`src/rtl/overload_frame_detector.sv`:
```
// Receive-side CAN overload frame detector: recognises the overload flag during
// intermission/EOF, follows flag superposition and checks the recessive delimiter.
module overload_frame_detector #(
    parameter int unsigned FLAG_LEN     = 6,
    parameter int unsigned DELIM_LEN    = 8,
    parameter int unsigned MAX_DOMINANT = 14
) (
    input  logic       clock,
    input  logic       reset_n,
    input  logic       enable,
    input  logic       sample_point,
    input  logic       rx_bit,
    input  logic       intermission_active,
    input  logic [1:0] intermission_bit,
    input  logic       eof_last_bit,
    input  logic       clear_count,
    output logic       overload_active,
    output logic       overload_detected,
    output logic       overload_frame_received,
    output logic       form_error,
    output logic [1:0] overload_count,
    output logic [3:0] dominant_count
);

    localparam logic [3:0] FLAG_LEN_C  = 4'(FLAG_LEN);
    localparam logic [3:0] DELIM_LEN_C = 4'(DELIM_LEN);
    localparam logic [3:0] MAX_DOM_C   = 4'(MAX_DOMINANT);

    typedef enum logic [2:0] {
        S_IDLE,
        S_FLAG,
        S_SUPERPOS,
        S_DELIM,
        S_COMPLETE,
        S_ERROR
    } state_t;

    state_t     state_q;
    logic       detected_q;
    logic       received_q;
    logic       form_error_q;
    logic [1:0] overload_count_q;
    logic [3:0] dominant_count_q;
    logic [3:0] delim_count_q;

    logic       trigger;
    logic [3:0] dom_inc;
    logic [3:0] delim_inc;
    logic [1:0] count_base;
    logic [1:0] count_d;

    always_comb begin
        // Dominant at intermission bit 2 is a start of frame, not an overload flag.
        trigger    = !rx_bit && ((intermission_active && (intermission_bit <= 2'd1)) || eof_last_bit);
        dom_inc    = (dominant_count_q == 4'hF) ? 4'hF : dominant_count_q + 4'd1;
        delim_inc  = delim_count_q + 4'd1;
        count_base = clear_count ? '0 : overload_count_q;
        count_d    = (count_base == 2'd3) ? 2'd3 : count_base + 2'd1;
    end

    always_ff @(posedge clock or negedge reset_n) begin
        if (!reset_n) begin
            state_q          <= S_IDLE;
            detected_q       <= 1'b0;
            received_q       <= 1'b0;
            form_error_q     <= 1'b0;
            overload_count_q <= '0;
            dominant_count_q <= '0;
            delim_count_q    <= '0;
        end else if (!enable) begin
            state_q          <= S_IDLE;
            detected_q       <= 1'b0;
            received_q       <= 1'b0;
            form_error_q     <= 1'b0;
            overload_count_q <= '0;
            dominant_count_q <= '0;
            delim_count_q    <= '0;
        end else begin
            detected_q       <= 1'b0;
            received_q       <= 1'b0;
            form_error_q     <= 1'b0;
            overload_count_q <= count_base;
            unique case (state_q)
                // COMPLETE/ERROR last one cycle but still accept a trigger sample.
                S_IDLE, S_COMPLETE, S_ERROR: begin
                    state_q          <= S_IDLE;
                    dominant_count_q <= '0;
                    delim_count_q    <= '0;
                    if (sample_point && trigger) begin
                        state_q          <= S_FLAG;
                        dominant_count_q <= 4'd1;
                        detected_q       <= 1'b1;
                    end
                end
                S_FLAG: begin
                    if (sample_point) begin
                        if (!rx_bit) begin
                            dominant_count_q <= dom_inc;
                            if (dom_inc >= FLAG_LEN_C) state_q <= S_SUPERPOS;
                        end else begin
                            state_q      <= S_ERROR;
                            form_error_q <= 1'b1;
                        end
                    end
                end
                S_SUPERPOS: begin
                    if (sample_point) begin
                        if (!rx_bit) begin
                            dominant_count_q <= dom_inc;
                            if (dom_inc >= MAX_DOM_C) begin
                                state_q      <= S_ERROR;
                                form_error_q <= 1'b1;
                            end
                        end else begin
                            state_q          <= S_DELIM;
                            delim_count_q    <= 4'd1;
                            dominant_count_q <= '0;
                        end
                    end
                end
                S_DELIM: begin
                    if (sample_point) begin
                        if (rx_bit) begin
                            delim_count_q <= delim_inc;
                            if (delim_inc >= DELIM_LEN_C) begin
                                state_q          <= S_COMPLETE;
                                received_q       <= 1'b1;
                                overload_count_q <= count_d;
                            end
                        end else begin
                            state_q      <= S_ERROR;
                            form_error_q <= 1'b1;
                        end
                    end
                end
                default: state_q <= S_IDLE;
            endcase
        end
    end

    assign overload_active         = (state_q == S_FLAG) || (state_q == S_SUPERPOS) || (state_q == S_DELIM);
    assign overload_detected       = detected_q;
    assign overload_frame_received = received_q;
    assign form_error              = form_error_q;
    assign overload_count          = overload_count_q;
    assign dominant_count          = dominant_count_q;

endmodule

```
`config.mk`:
```
export PLATFORM = sky130hd
export DESIGN_NAME = overload_frame_detector
export DESIGN_NICKNAME = d
export VERILOG_FILES = /design/src/rtl/overload_frame_detector.sv
export SDC_FILE = /design/constraint.sdc
export NUM_CORES = 1
export LEC_CHECK = 0
export BUFFER_PORTS_ARGS = -buffer_cell sky130_fd_sc_hd__buf_2
export CORE_ASPECT_RATIO = 1.4
export CORE_MARGIN = 3
export CORE_UTILIZATION = 58
export DETAILED_ROUTE_END_ITERATION = 7
export PLACE_DENSITY = 0.88
export SYNTH_ARGS = -nofsm -noshare
export SYNTH_HDL_FRONTEND = slang
export SYNTH_SLANG_ARGS = --single-unit
```
`constraint.sdc`:
```
create_clock -name clock -period 3.37 [get_ports clock]
set_input_delay 0.337 -clock clock [delete_from_list [all_inputs] [get_ports clock]]
set_output_delay 0.337 -clock clock [all_outputs]
set_load 0.01 [all_outputs]
```
### Word-level counts from Yosys, hierarchy flattened

Index checks and enable logic that the tools add are counted.

| word-level totals | value |
|---|---|
| word-level logic and storage cells | 94 |
| input bits | 10 |
| flip-flop bits (word level) | 16 |

| operators by class | value |
|---|---|
| equality and inequality tests | 18 |
| $lt $le $gt $ge | 4 |
| mux-type cells | 50 |
| reductions and logical operators | 12 |
| add/sub/neg operators | 3 |

Operators by type and width:

| operator | number |
|---|---|
| 4-bit two-way mux | 11 |
| 3-bit two-way mux | 10 |
| 4-bit case mux with 3 select lines | 2 |
| 1-bit two-way mux | 18 |
| 3-bit inequality test (second input constant) | 6 |
| 2-bit two-way mux | 7 |
| 4-bit inequality test (second input constant) | 3 |
| 3-bit case mux with 4 select lines | 1 |
| 4-bit by 1-bit adder with 4-bit output (second input constant) | 2 |
| 4-bit greater-or-equal comparator (second input constant) | 2 |
| 4-bit by 1-bit inequality test with 1-bit output (second input constant) | 2 |
| 3-bit by 2-bit == test with 1-bit output (second input constant) | 2 |
| 3-bit == test (second input constant) | 2 |
| 6-bit AND reduction | 1 |
| 5-bit AND reduction | 1 |
| 4-bit == test (second input constant) | 1 |
| 4-bit by 3-bit greater-or-equal comparator with 1-bit output (second input constant) | 1 |
| 4-bit AND reduction | 1 |
| 3-bit by 1-bit == test with 1-bit output (second input constant) | 1 |
| 1-bit logical AND | 3 |
| 3-bit zero test | 1 |
| 1-bit logical OR | 3 |
| 1-bit case mux with 3 select lines | 1 |
| 3-bit OR reduction | 1 |
| 4 further kinds | 4 |

### Depth between registers and ports, before layout

Gate-level depths: netlist (run 1).

| depth | value |
|---|---|
| depth in word-level cells | 8 |
| gate-level depth with buffers | 7 |
| depth with buffers taken out | 6 |

### Worst setup path before layout (run 1)

No wires, ideal clock.

| path | value |
|---|---|
| path type | flip-flop to flip-flop |
| from | register dominant_count_q[0], in the netlist dominant_count[0] |
| to | register form_error_q, in the netlist form_error |
| slack | 1,693 ps |
| period minus slack after synthesis | 1,677 ps |
| stages on the path, launching flop included | 7 |
| arrival | 1,558 ps |
| path buffers | 0 |
| path through | dfrtp_1 > ha_1 > nand2_1 > o211ai_1 > a211o_2 > a31oi_1 > nor2_1 |

| on the way | value |
|---|---|
| word-level cells in the longest chain between the ends | 8 |
| elaborated cells between the ends (all ways) | 9 |
| classes of those cells | add/sub: 1; order compare: 1; eq/ne: 1; mux: 6 |

RTL lines:

| element | line | text |
|---|---|---|
| start: declaration | 43 | `logic [3:0] dominant_count_q;` |
| start signal: assignment | 98 | `dominant_count_q <= dom_inc;` |
| start signal: assignment | 109 | `dominant_count_q <= dom_inc;` |
| 4-bit by 1-bit adder with 4-bit output or 4-bit == test (tied branches) | 55 | `dom_inc = (dominant_count_q == 4'hF) ? 4'hF : dominant_count_q + 4'd1;` |
| 4-bit two-way mux (*) | 55 |  |
| 4-bit greater-or-equal comparator (*) | 110 | `if (dom_inc >= MAX_DOM_C) begin` |
| 1-bit two-way mux (*) | 110 |  |
| 1-bit two-way mux (*) | 108 | `if (!rx_bit) begin` |
| 1-bit two-way mux (*) | 107 | `if (sample_point) begin` |
| 1-bit case mux with 3 select lines (*) | 83 | `unique case (state_q)` |
| 1-bit two-way mux (*) | 70 | `end else if (!enable) begin` |
| end signal: assignment | 74 | `form_error_q <= 1'b0;` |
| end signal: assignment | 81 | `form_error_q <= 1'b0;` |
| end signal: assignment | 112 | `form_error_q <= 1'b1;` |
| end: declaration | 41 | `logic form_error_q;` |

Mark *: on every way between the ends. The rest lies on a longest branch, timed or not.
A chain may end at the register's enable or synchronous reset.

### Worst setup path after layout (run 1)

| path | value |
|---|---|
| from | register dominant_count_q[0], in the netlist dominant_count[0] |
| to | register state_q[1] |

| on the way | value |
|---|---|
| word-level cells in the longest chain between the ends | 5 |
| elaborated cells between the ends (all ways) | 8 |
| classes of those cells | add/sub: 1; order compare: 2; eq/ne: 3; mux: 1; reduce/logical: 1 |

RTL lines:

| element | line | text |
|---|---|---|
| 4-bit by 1-bit adder with 4-bit output or 4-bit == test (tied branches) | 55 |  |
| 4-bit two-way mux (*) | 55 |  |
| 4-bit greater-or-equal comparator or 4-bit by 3-bit greater-or-equal comparator with 1-bit output (tied branches) | 110, 99 |  |
| 4-bit inequality test (no line) | -- |  |
| 6-bit AND reduction (no line) (*) | -- |  |
| end signal: assignment | 63 | `state_q <= S_IDLE;` |
| end signal: assignment | 111 | `state_q <= S_ERROR;` |
| end signal: assignment | 115 | `state_q <= S_DELIM;` |
| end: declaration | 38 | `state_t state_q;` |

Marks and branches as above.

==> results.py, run 1 <==
metrics = {
    "run_status": {
        "status": "finished, final reports clean",
    },
    "pwr": {
        "p_leak_nw": 0.536,
        "pwr_density_cell_nw_per_um2": 507,
        "switching_power_mw": 0.230,
        "p_seq_share_pct": 42.1,
        "p_total_mw": 0.606,
        "pwr-share-clk_pct": 21.4,
        "share_comb_of_total_power_pct": 36.5,
        "p_sw_share_pct": 38.0,
        "intPower_mw": 0.375,
        "vdd_drop_max_uv": 287,
    },
    "floorplanning": {
        "core.rowCount": 17,
        "die_area_um2": 2450,
        "start_util_pct": 65.0,
        "coreArea_um2": 1680,
        "die_w_um": 42.7,
        "top_level_ports": 20,
        "die_y_um": 57.3,
    },
    "final_layout": {
        "drive_gt1_share_pct": 22.9,
        "postLayoutCellArea_um2": 1190,
        "antennaDiodeCount": 0,
        "area_delta_synth_final_pct": 9.39,
        "nets": 153,
    },
    "placed_design": {
        "dp_hpwl_um": 1760,
        "dpl_cell_area_um2": 1150,
        "io_buffers": 18,
        "gp_congestion": 0.841,
    },
    "sta": {
        "slew_headroom_pct": 69.7,
        "period_share_pct": 55.4,
        "slew_viol_final": 0,
        "rsz0062_at_grt": "no",
        "hold_viol": 0,
        "setup_violations": 0,
        "fin_crit_ns": 1.87,
        "tns_ns": 0,
        "skew_ns": 0.00462,
        "tightest_slew_ns": 0.454,
        "max_freq_mhz": 536,
        "whs_ns": 0.198,
    },
    "worst_setup_path": {
        "critPathCaptureType": "register",
        "worst-r2r-setup-slack_ns": 1.50,
        "critPathRequiredTime_ns": 3.59,
        "r2r_cells": 6,
        "cp_max_fo": 8,
        "setup.worst_path.class": "reg2reg",
        "worstReg2RegStart": "dominant_count[0]",
        "startpoint_type": "register",
        "cp.arrival_ns": 2.09,
        "reg2reg_to": "state_q[1]",
    },
    "run": {
        "maxCapViolCount": 0,
    },
    "yosys": {
        "async_flop_share_pct": 100,
        "synth_edf_count": 0,
        "ys_ff_latch": 16,
        "avgSynthCellArea_um2": 8.81,
        "ys.flop_type": "dfrtp_1",
        "synth_area_um2": 1090,
        "ys_types": 43,
        "synth_commonest_cells": "dfrtp_1, nand2_1, nor2_1, o21ai_0, nand3_1",
        "synth.top_cell.area_share_pct": 36.7,
        "ys_seq_area_share_pct": 36.7,
        "ys_warn_count": 0,
        "synth_top_cell_by_area": "dfrtp_1",
        "syn_nets": 136,
        "yosys.cell_count.top_type": "dfrtp_1",
        "netlist_instances": 124,
        "synth.area.top_cells": "dfrtp_1, nand2_1, o21ai_0, nor2_1, nand3_1",
    },
    "cts": {
        "insertion_delay_ns": 0.29,
        "cts_tree": "built",
        "cts_repair_resize_count": 0,
        "hold_buffers": 1,
        "cts_buffers": 3,
        "ctsLongestPathBuffers": 2,
        "cts.sinks": 16,
        "clockRootBuffer": "clkbuf_4",
        "clk_pin_slew_ns": 0.10,
        "htree_levels": 1,
        "postCtsSetupBuffers": 0,
    },
    "drt": {
        "postRouteAntennaNets": 0,
        "routed_wl_um": 2400,
        "first_iter_violations": 31,
        "drt_first_pass_iters": 4,
        "post-route-drc-count": 0,
        "wl_per_cell_um": 15.1,
        "num_vias": 987,
        "routed_via_density": 6.21,
    },
    "grt": {
        "grt_max_degree": 17,
        "grt_overflow_total": 0,
        "grt_pass1_wl_um": 4210,
        "grt_pass1_vias": 967,
        "antenna_found_initial": 0,
        "grtUsageTotal_pct": 22.6,
    },
    "min_path": {
        "worstHoldStart": "clear_count",
        "min_to": "overload_count[1]",
        "min_path_type": "in2reg",
        "whs_path_depth": 2,
    },
}
## power groups by stage
stage | clock network (mW) | registers [mW] | logic [mW]
floorplan | 0 | 0.233 | 0.193
global placement | 0 | 0.256 | 0.212
detailed placement | 0 | 0.257 | 0.219
CTS | 0.134 | 0.253 | 0.221
global route | 0.146 | 0.261 | 0.251
finish | 0.129 | 0.255 | 0.221
## metrics by stage
stage          cells  util (%)  setup slack [ns]
2_1_floorplan    124         -              1.69
3_3_place_gp     154      68.4              1.58
3_5_place_dp     154      68.4              1.54
4_1_cts          159      71.1              1.49
5_1_grt          159      71.1              1.31
6_report         159      71.1              1.50
## worst max-delay path: stages, from the launching register on
cell	delay, ns
dfrtp_1	0.45
ha_1	0.35
nand2_1	0.15
o211ai_1	0.16
a221oi_1	0.40
a21oi_1	0.12
o22ai_1	0.15
## flip-flops by register name (all words and copies together), names as in the netlist
signal / cells
delim_count_q: 4
dominant_count: 4
form_error: 1
overload_count: 2
overload_detected: 1
overload_frame_received: 1
state_q: 3
## cell usage in the layout (no fill, tap or decap), types with 3 or more instances in the layout
cell,netlist,routed
a21oi_1,5,5
nand2b_1,4,4
nand3_1,7,7
nor2_1,12,12
dfrtp_1,16,16
mux2i_1,3,3
o21ai_0,9,9
buf_2,2,18
nor3_1,4,4
and2_1,3,3
a31oi_1,3,3
clkbuf_4,0,3
nand2_1,15,15
## cell families after synthesis
logic type      Yosys count  share of synthesized area, %
fa+ha+maj                 2                          2.29
xor+xnor                  2                          1.60
buf+inv                   9                          5.96
simple gates             58                          29.1
flops                    16                          36.7
compound gates           33                          20.6
mux                       4                          3.78
## final cells by class
class                      count  area (µm²)
tap                           19        23.8
clock buffer                   4        36.3
inverter                       2        7.51
multi-input combinational     99         627
sequential                    16         400
timing repair buffer          19         100
fill                         136         485
## worst max path at each step
stage	startpoint	to	slack, ns	depth (start not counted)
after floorplan	dominant_count[0]	form_error	1.69	6
after global placement	dominant_count[0]	state_q[1]	1.58	6
after detailed placement	dominant_count[0]	state_q[1]	1.54	6
after CTS	dominant_count[0]	state_q[1]	1.49	6
after global routing	dominant_count[0]	state_q[1]	1.31	6
final	dominant_count[0]	state_q[1]	1.50	6
## metal layers
| metal | global-route usage [%] | up-vias | wire length (µm) |
|---|---|---|---|
| met4 | 16.9 | 0 | 57 |
| met3 | 4.10 | 5 | 107 |
| met5 | 0 | - | 0 |
| li1 | - | 479 | - |
| met1 | 25.4 | 466 | 984 |
| met2 | 36.9 | 37 | 1250 |
Power figures use the tool's default switching activity.
==> run 2, diff against run 1 <==
- ABC_AREA: unset -> 1
- CORE_UTILIZATION: 58 -> 49
- PLACE_DENSITY: 0.88 -> 0.79
- clock period: 3.37 -> 1.7 ns (I/O delays scaled with it)
==> run 2 against run 1 <==
Cell area increased by 8.6%. Non-clock buffer count unchanged. Via count increased by 12%. Sequential power increased by 67%. Clock power increased by 100%. Count of clock-buffer cells in the layout unchanged. First-iteration DRC count decreased by 9.7%. Worst setup slack got worse by 1.3 ns. Utilization decreased by 12 points. Synthesized cell count increased by 29%. Synthesized area increased by 4.6%. Critical endpoint is now state_q[0]. Largest power group unchanged.
==> results.py, run 2 <==
metrics = {
    "cts": {
        "clk_pin_slew_ns": 0.09,
        "cts_tree": "built",
        "clockRootBuffer": "clkbuf_4",
        "insertion_delay_ns": 0.30,
        "ctsLongestPathBuffers": 2,
        "cts_buffers": 3,
        "htree_levels": 1,
        "cts.sinks": 16,
    },
    "final_layout": {
        "drive_gt1_share_pct": 23.2,
        "nFillCells": 207,
        "fin_cells": 203,
        "multiInputGateArea_um2": 647,
        "antennaDiodeCount": 0,
        "area_delta_synth_final_pct": 13.6,
        "nets": 194,
        "final_cell_mix": "nand2_1, nor2_1, inv_1, buf_2, nand3_1",
        "regArea_um2": 402,
        "final_common_cell": "nand2_1",
    },
    "floorplanning": {
        "die_area_um2": 2950,
        "start_util_pct": 51.9,
        "core.rowCount": 20,
        "top_level_ports": 20,
        "die_w_um": 46.8,
        "die_y_um": 63.1,
        "coreArea_um2": 2200,
    },
    "yosys": {
        "synth_commonest_cells": "nand2_1, nor2_1, inv_1, dfrtp_1, nand3_1",
        "ys_seq_area_share_pct": 35.0,
        "synth_area_um2": 1140,
        "synth.top_cell.area_share_pct": 35.0,
        "ys_ff_latch": 16,
        "avgSynthCellArea_um2": 7.14,
        "netlist_instances": 160,
        "synth_edf_count": 0,
        "ys_warn_count": 0,
        "ys_types": 27,
        "synth.area.top_cells": "dfrtp_1, nand2_1, nand3_1, nor2_1, inv_1",
        "ys.flop_type": "dfrtp_1",
        "async_flop_share_pct": 100,
        "synth_top_cell_by_area": "dfrtp_1",
        "yosys.cell_count.top_type": "nand2_1",
        "syn_nets": 172,
    },
    "sta": {
        "period_share_pct": 90.6,
        "tns_ns": 0,
        "whs_ns": 0.145,
        "tightest_slew_ns": 0.407,
        "setup_violations": 0,
        "max_freq_mhz": 649,
        "skew_ns": 0.0144,
        "slew_viol_final": 0,
        "rsz0062_at_grt": "no",
        "slew_headroom_pct": 72.8,
        "hold_viol": 0,
        "fin_crit_ns": 1.54,
    },
    "pwr": {
        "share_comb_of_total_power_pct": 21.8,
        "switching_power_mw": 0.286,
        "p_leak_nw": 0.690,
        "p_seq_share_pct": 48.3,
        "intPower_mw": 0.594,
        "p_sw_share_pct": 32.5,
        "pwr_density_cell_nw_per_um2": 678,
        "vdd_drop_max_uv": 333,
        "pwr-share-clk_pct": 29.9,
    },
    "drt": {
        "routed_via_density": 5.46,
        "post-route-drc-count": 0,
        "postRouteAntennaNets": 0,
        "first_iter_violations": 28,
        "routed_wl_um": 2540,
        "wl_per_cell_um": 12.5,
        "num_vias": 1109,
        "drt_first_pass_iters": 4,
    },
    "grt": {
        "grtUsageTotal_pct": 19.0,
        "grt_overflow_total": 0,
        "grt_pass1_wl_um": 4220,
        "antenna_found_initial": 0,
        "grt_pass1_vias": 1057,
        "grt_max_degree": 17,
    },
    "worst_setup_path": {
        "cp_cell_sequence": "ha_1 -> nand2_1 -> nand2_1 -> nand2_1 -> nand2_1 -> nand3_1 -> nand2_1 -> nand3_2 -> nand2_1 -> nand2_1",
        "critPathRequiredTime_ns": 1.89,
        "crit_top_cell": "nand2_1",
        "critPathCaptureType": "register",
        "setup.worst_path.class": "reg2reg",
        "cp.arrival_ns": 1.73,
        "slowest_delay_ns": 0.43,
        "startpoint_type": "register",
        "cp_max_fo": 5,
        "crit_slowest_cell": "dfrtp_1",
    },
    "run_status": {
        "status": "finished, final reports clean",
    },
    "placed_design": {
        "io_buffers": 18,
        "gp_congestion": 0.875,
        "dp_hpwl_um": 2020,
        "dp_cells": 198,
    },
    "run": {
        "maxCapViolCount": 0,
    },
    "min_path": {
        "min_path_type": "in2reg",
    },
}
-- run 2: cell types whose count changed after synthesis, sizes merged, moves of 4 or more --
cell / change
inv: +20
nand2: +31
nand2b: -4
nand3: +12
nor2: +14
nor2b: -4
-- run 2: path summary, 6_finish.rpt --
path | start | endpoint | slack [ns] | cells past startpoint
max reg2reg | dominant_count[1] | state_q[0] | 0.16 | 10
min reg2reg | overload_count[1] | overload_count[0] | 0.54 | 2
min in group asynchronous | reset_n | overload_detected | 0.30 | 2
min | clear_count | overload_count[1] | 0.15 | 4
max in group asynchronous | reset_n | dominant_count[0] | 1.12 | 2
max | dominant_count[1] | state_q[0] | 0.16 | 10
-- run 2: layout make-up --
type / count / share of cell area (%)
timing repair buffer: 19 / 7.71
inverter: 22 / 6.56
tap: 22 / 2.12
sequential: 16 / 31.0
multi-input combinational: 120 / 49.9
clock buffer: 4 / 2.80
-- run 2: repair_timing --
item,4_1_cts,5_1_grt
endpoints found under the hold margin,16,0
setup buffers,0,0
setup endpoints to repair,0,2
gates resized for setup,0,2
hold buffers,1,0
-- run 2: power groups by stage --
stage | logic, mW | clock network, mW | registers, mW
2_1_floorplan | 0.136 | 0 | 0.428
3_3_place_gp | 0.184 | 0 | 0.430
3_5_place_dp | 0.189 | 0 | 0.431
4_1_cts | 0.191 | 0.274 | 0.424
5_1_grt | 0.217 | 0.296 | 0.428
6_report | 0.192 | 0.263 | 0.425
-- run 2: metrics by stage --
step | utilization [%] | power, mW | setup slack (ns) | instance area [µm²]
after floorplan | - | 0.565 | 0.290 | 1140
after global placement | 56.8 | 0.614 | 0.227 | 1250
after detailed placement | 56.8 | 0.621 | 0.154 | 1250
after CTS | 58.9 | 0.889 | 0.0688 | 1300
after global routing | 58.9 | 0.941 | 0.0213 | 1300
final | 58.9 | 0.879 | 0.160 | 1300
-- run 2: kinds of logic after synthesis --
logic type                 share of synthesized area, %
xor gates and xnor gates                          0.767
DFF                                                35.0
adders and majority gates                          2.19
and+or+nand+nor                                    42.1
buffers and inverters                              8.32
AOI/OAI and AO/OA                                  11.6
-- run 2: critical path: cells and delay by family (launching register included) --
family        cells  cell delay (ns)
flops             1             0.43
simple gates      9             0.78
fa+ha+maj         1             0.23
-- run 2: routing by layer --
| metal | vias up | part of all wire, % | global-route usage, % |
|---|---|---|---|
| met4 | 0 | 1.7 | 7.96 |
| met5 | - | 0 | 0 |
| met1 | 509 | 39 | 19.2 |
| li1 | 557 | - | - |
| met2 | 38 | 54 | 35.2 |
| met3 | 5 | 4.9 | 3.14 |
==> run 3, diff against run 2 <==
- PLACE_DENSITY: 0.79 -> 0.8
==> run 3 against run 2 <==
Critical path depth fell by 7. Wire length rose by 3.0%. Sequential cell count did not move. Global-route usage rose by 1.4 points. Clock skew fell by 0.013 ns. Worst setup slack got worse by 0.036 ns. Utilization fell by 0.057 points. Total power fell by 0.55%. Worst hold slack improved by 0.022 ns. Fmax fell by 2.3%.
==> results.py, run 3 (synthesis gave the netlist of run 2 again) <==
metrics = {
    "run_status": {
        "status": "finished, final reports clean",
    },
    "placed_design": {
        "io_buffers": 18,
        "dp_hpwl_um": 2030,
        "dpl_cell_area_um2": 1250,
        "gp_congestion": 0.868,
        "dp_cells": 198,
    },
    "cts": {
        "cts_buffers": 3,
        "postCtsSetupBuffers": 0,
        "clockRootBuffer": "clkbuf_4",
        "cts_repair_resize_count": 0,
        "insertion_delay_ns": 0.29,
        "htree_levels": 1,
        "cts.sinks": 16,
        "clk_pin_slew_ns": 0.09,
        "cts_tree": "built",
        "ctsLongestPathBuffers": 2,
    },
    "final_layout": {
        "nets": 194,
        "final_common_cell": "nand2_1",
        "final_cell_mix": "nand2_1, nor2_1, inv_1, buf_2",
        "fin_cells": 203,
        "postLayoutCellArea_um2": 1300,
        "area_delta_synth_final_pct": 13.5,
        "antennaDiodeCount": 0,
        "utilization_pct": 58.9,
        "nFillCells": 226,
        "drive_gt1_share_pct": 22.7,
    },
    "worst_setup_path": {
        "reg2reg_to": "state_q[1]",
        "critPathLaunch": "state_q[1]",
        "setup.worst_path.class": "reg2out",
        "cp_cell_sequence": "o21ai_0 -> inv_1 -> buf_2",
        "cp_max_fo": 8,
        "crit_slowest_cell": "dfrtp_1",
        "worst-r2r-setup-slack_ns": 0.15,
        "worstReg2RegStart": "dominant_count[0]",
        "endpoint": "overload_active",
        "r2r_cells": 8,
        "startpoint_type": "register",
        "cp.arrival_ns": 1.41,
        "critPathCaptureType": "output pin",
        "critPathRequiredTime_ns": 1.53,
        "slowest_delay_ns": 0.52,
    },
    "pwr": {
        "p_seq_share_pct": 48.5,
        "pwr_density_cell_nw_per_um2": 675,
        "p_sw_share_pct": 32.2,
        "pwr-share-clk_pct": 29.5,
        "switching_power_mw": 0.282,
        "p_leak_nw": 0.692,
        "share_comb_of_total_power_pct": 22.0,
        "p_total_mw": 0.875,
        "intPower_mw": 0.593,
        "vdd_drop_max_uv": 369,
    },
    "drt": {
        "routed_via_density": 5.59,
        "num_vias": 1134,
        "postRouteAntennaNets": 0,
        "post-route-drc-count": 0,
        "routed_wl_um": 2610,
        "first_iter_violations": 21,
        "drt_first_pass_iters": 4,
        "wl_per_cell_um": 12.9,
    },
    "sta": {
        "period_share_pct": 92.7,
        "slew_headroom_pct": 75.2,
        "setup_violations": 0,
        "tightest_slew_ns": 0.373,
        "fin_crit_ns": 1.58,
        "slew_viol_final": 0,
        "tns_ns": 0,
        "max_freq_mhz": 634,
        "hold_viol": 0,
        "rsz0062_at_grt": "no",
        "skew_ns": 0.00181,
    },
    "floorplanning": {
        "die_y_um": 63.1,
        "top_level_ports": 20,
        "core.rowCount": 20,
        "die_area_um2": 2950,
        "start_util_pct": 51.9,
        "die_w_um": 46.8,
        "coreArea_um2": 2200,
    },
    "grt": {
        "grt_max_degree": 17,
        "grtUsageTotal_pct": 20.5,
        "antenna_found_initial": 0,
        "grt_overflow_total": 0,
        "grt_pass1_wl_um": 4630,
        "busiest_layer": "met2",
        "grt_pass1_vias": 1207,
        "use_met1_pct": 19.1,
        "use_met3_pct": 3.71,
        "grt_use_met2_pct": 38.1,
    },
    "min_path": {
        "min_path_type": "in2reg",
    },
    "run": {
        "maxCapViolCount": 0,
    },
}
## run 3: power by group through the flow
stage | Sequential [mW] | Combinational, mW | Clock, mW
after floorplan | 0.428 | 0.136 | 0
after global placement | 0.430 | 0.185 | 0
after detailed placement | 0.432 | 0.191 | 0
after CTS | 0.425 | 0.193 | 0.261
after global routing | 0.427 | 0.217 | 0.276
final | 0.425 | 0.192 | 0.258
## run 3: area by class of cell
cell class                 instances  area, µm²  share of cell area, %
sequential                        16        400                   30.9
timing repair buffer              19        100                   7.72
tap                               22       27.5                   2.12
inverter                          22       85.1                   6.56
multi-input combinational        120        647                   49.9
clock buffer                       4       36.3                   2.80
## run 3: worst max-delay path, delay by kind of cell, from the launching register on
kind,cells,cell delay [ns]
DFF,1,0.52
AOI/OAI and AO/OA,1,0.33
buffers and inverters,2,0.26
## run 3: per-layer routing
layer / routed length, µm / part of all wire (%)
met1: 1000 / 38
met2: 1440 / 55
met4: 65 / 2.5
met5: 0 / 0
met3: 108 / 4.1
## run 3: worst min-delay path by stage
stage	end	cells after the start	from
6_report	overload_count[1]	4	clear_count
5_1_grt	overload_count[1]	4	clear_count
4_1_cts	overload_count[1]	4	clear_count
3_5_place_dp	overload_detected	1	reset_n
3_3_place_gp	overload_detected	1	reset_n
2_1_floorplan	delim_count_q[0]	0	reset_n
## run 3: timing repair
action / CTS / global route
endpoints found under the setup margin: 0 / 0
hold endpoints to repair: 16 / 0
hold buffers: 1 / 0
## run 3: per-stage QoR
step	setup slack, ns	hold WS (ns)
after floorplan	0.290	-0.126
after global placement	0.228	0.104
after detailed placement	0.175	0.106
after CTS	0.137	0.169
after global routing	0.0183	0.207
final	0.124	0.167
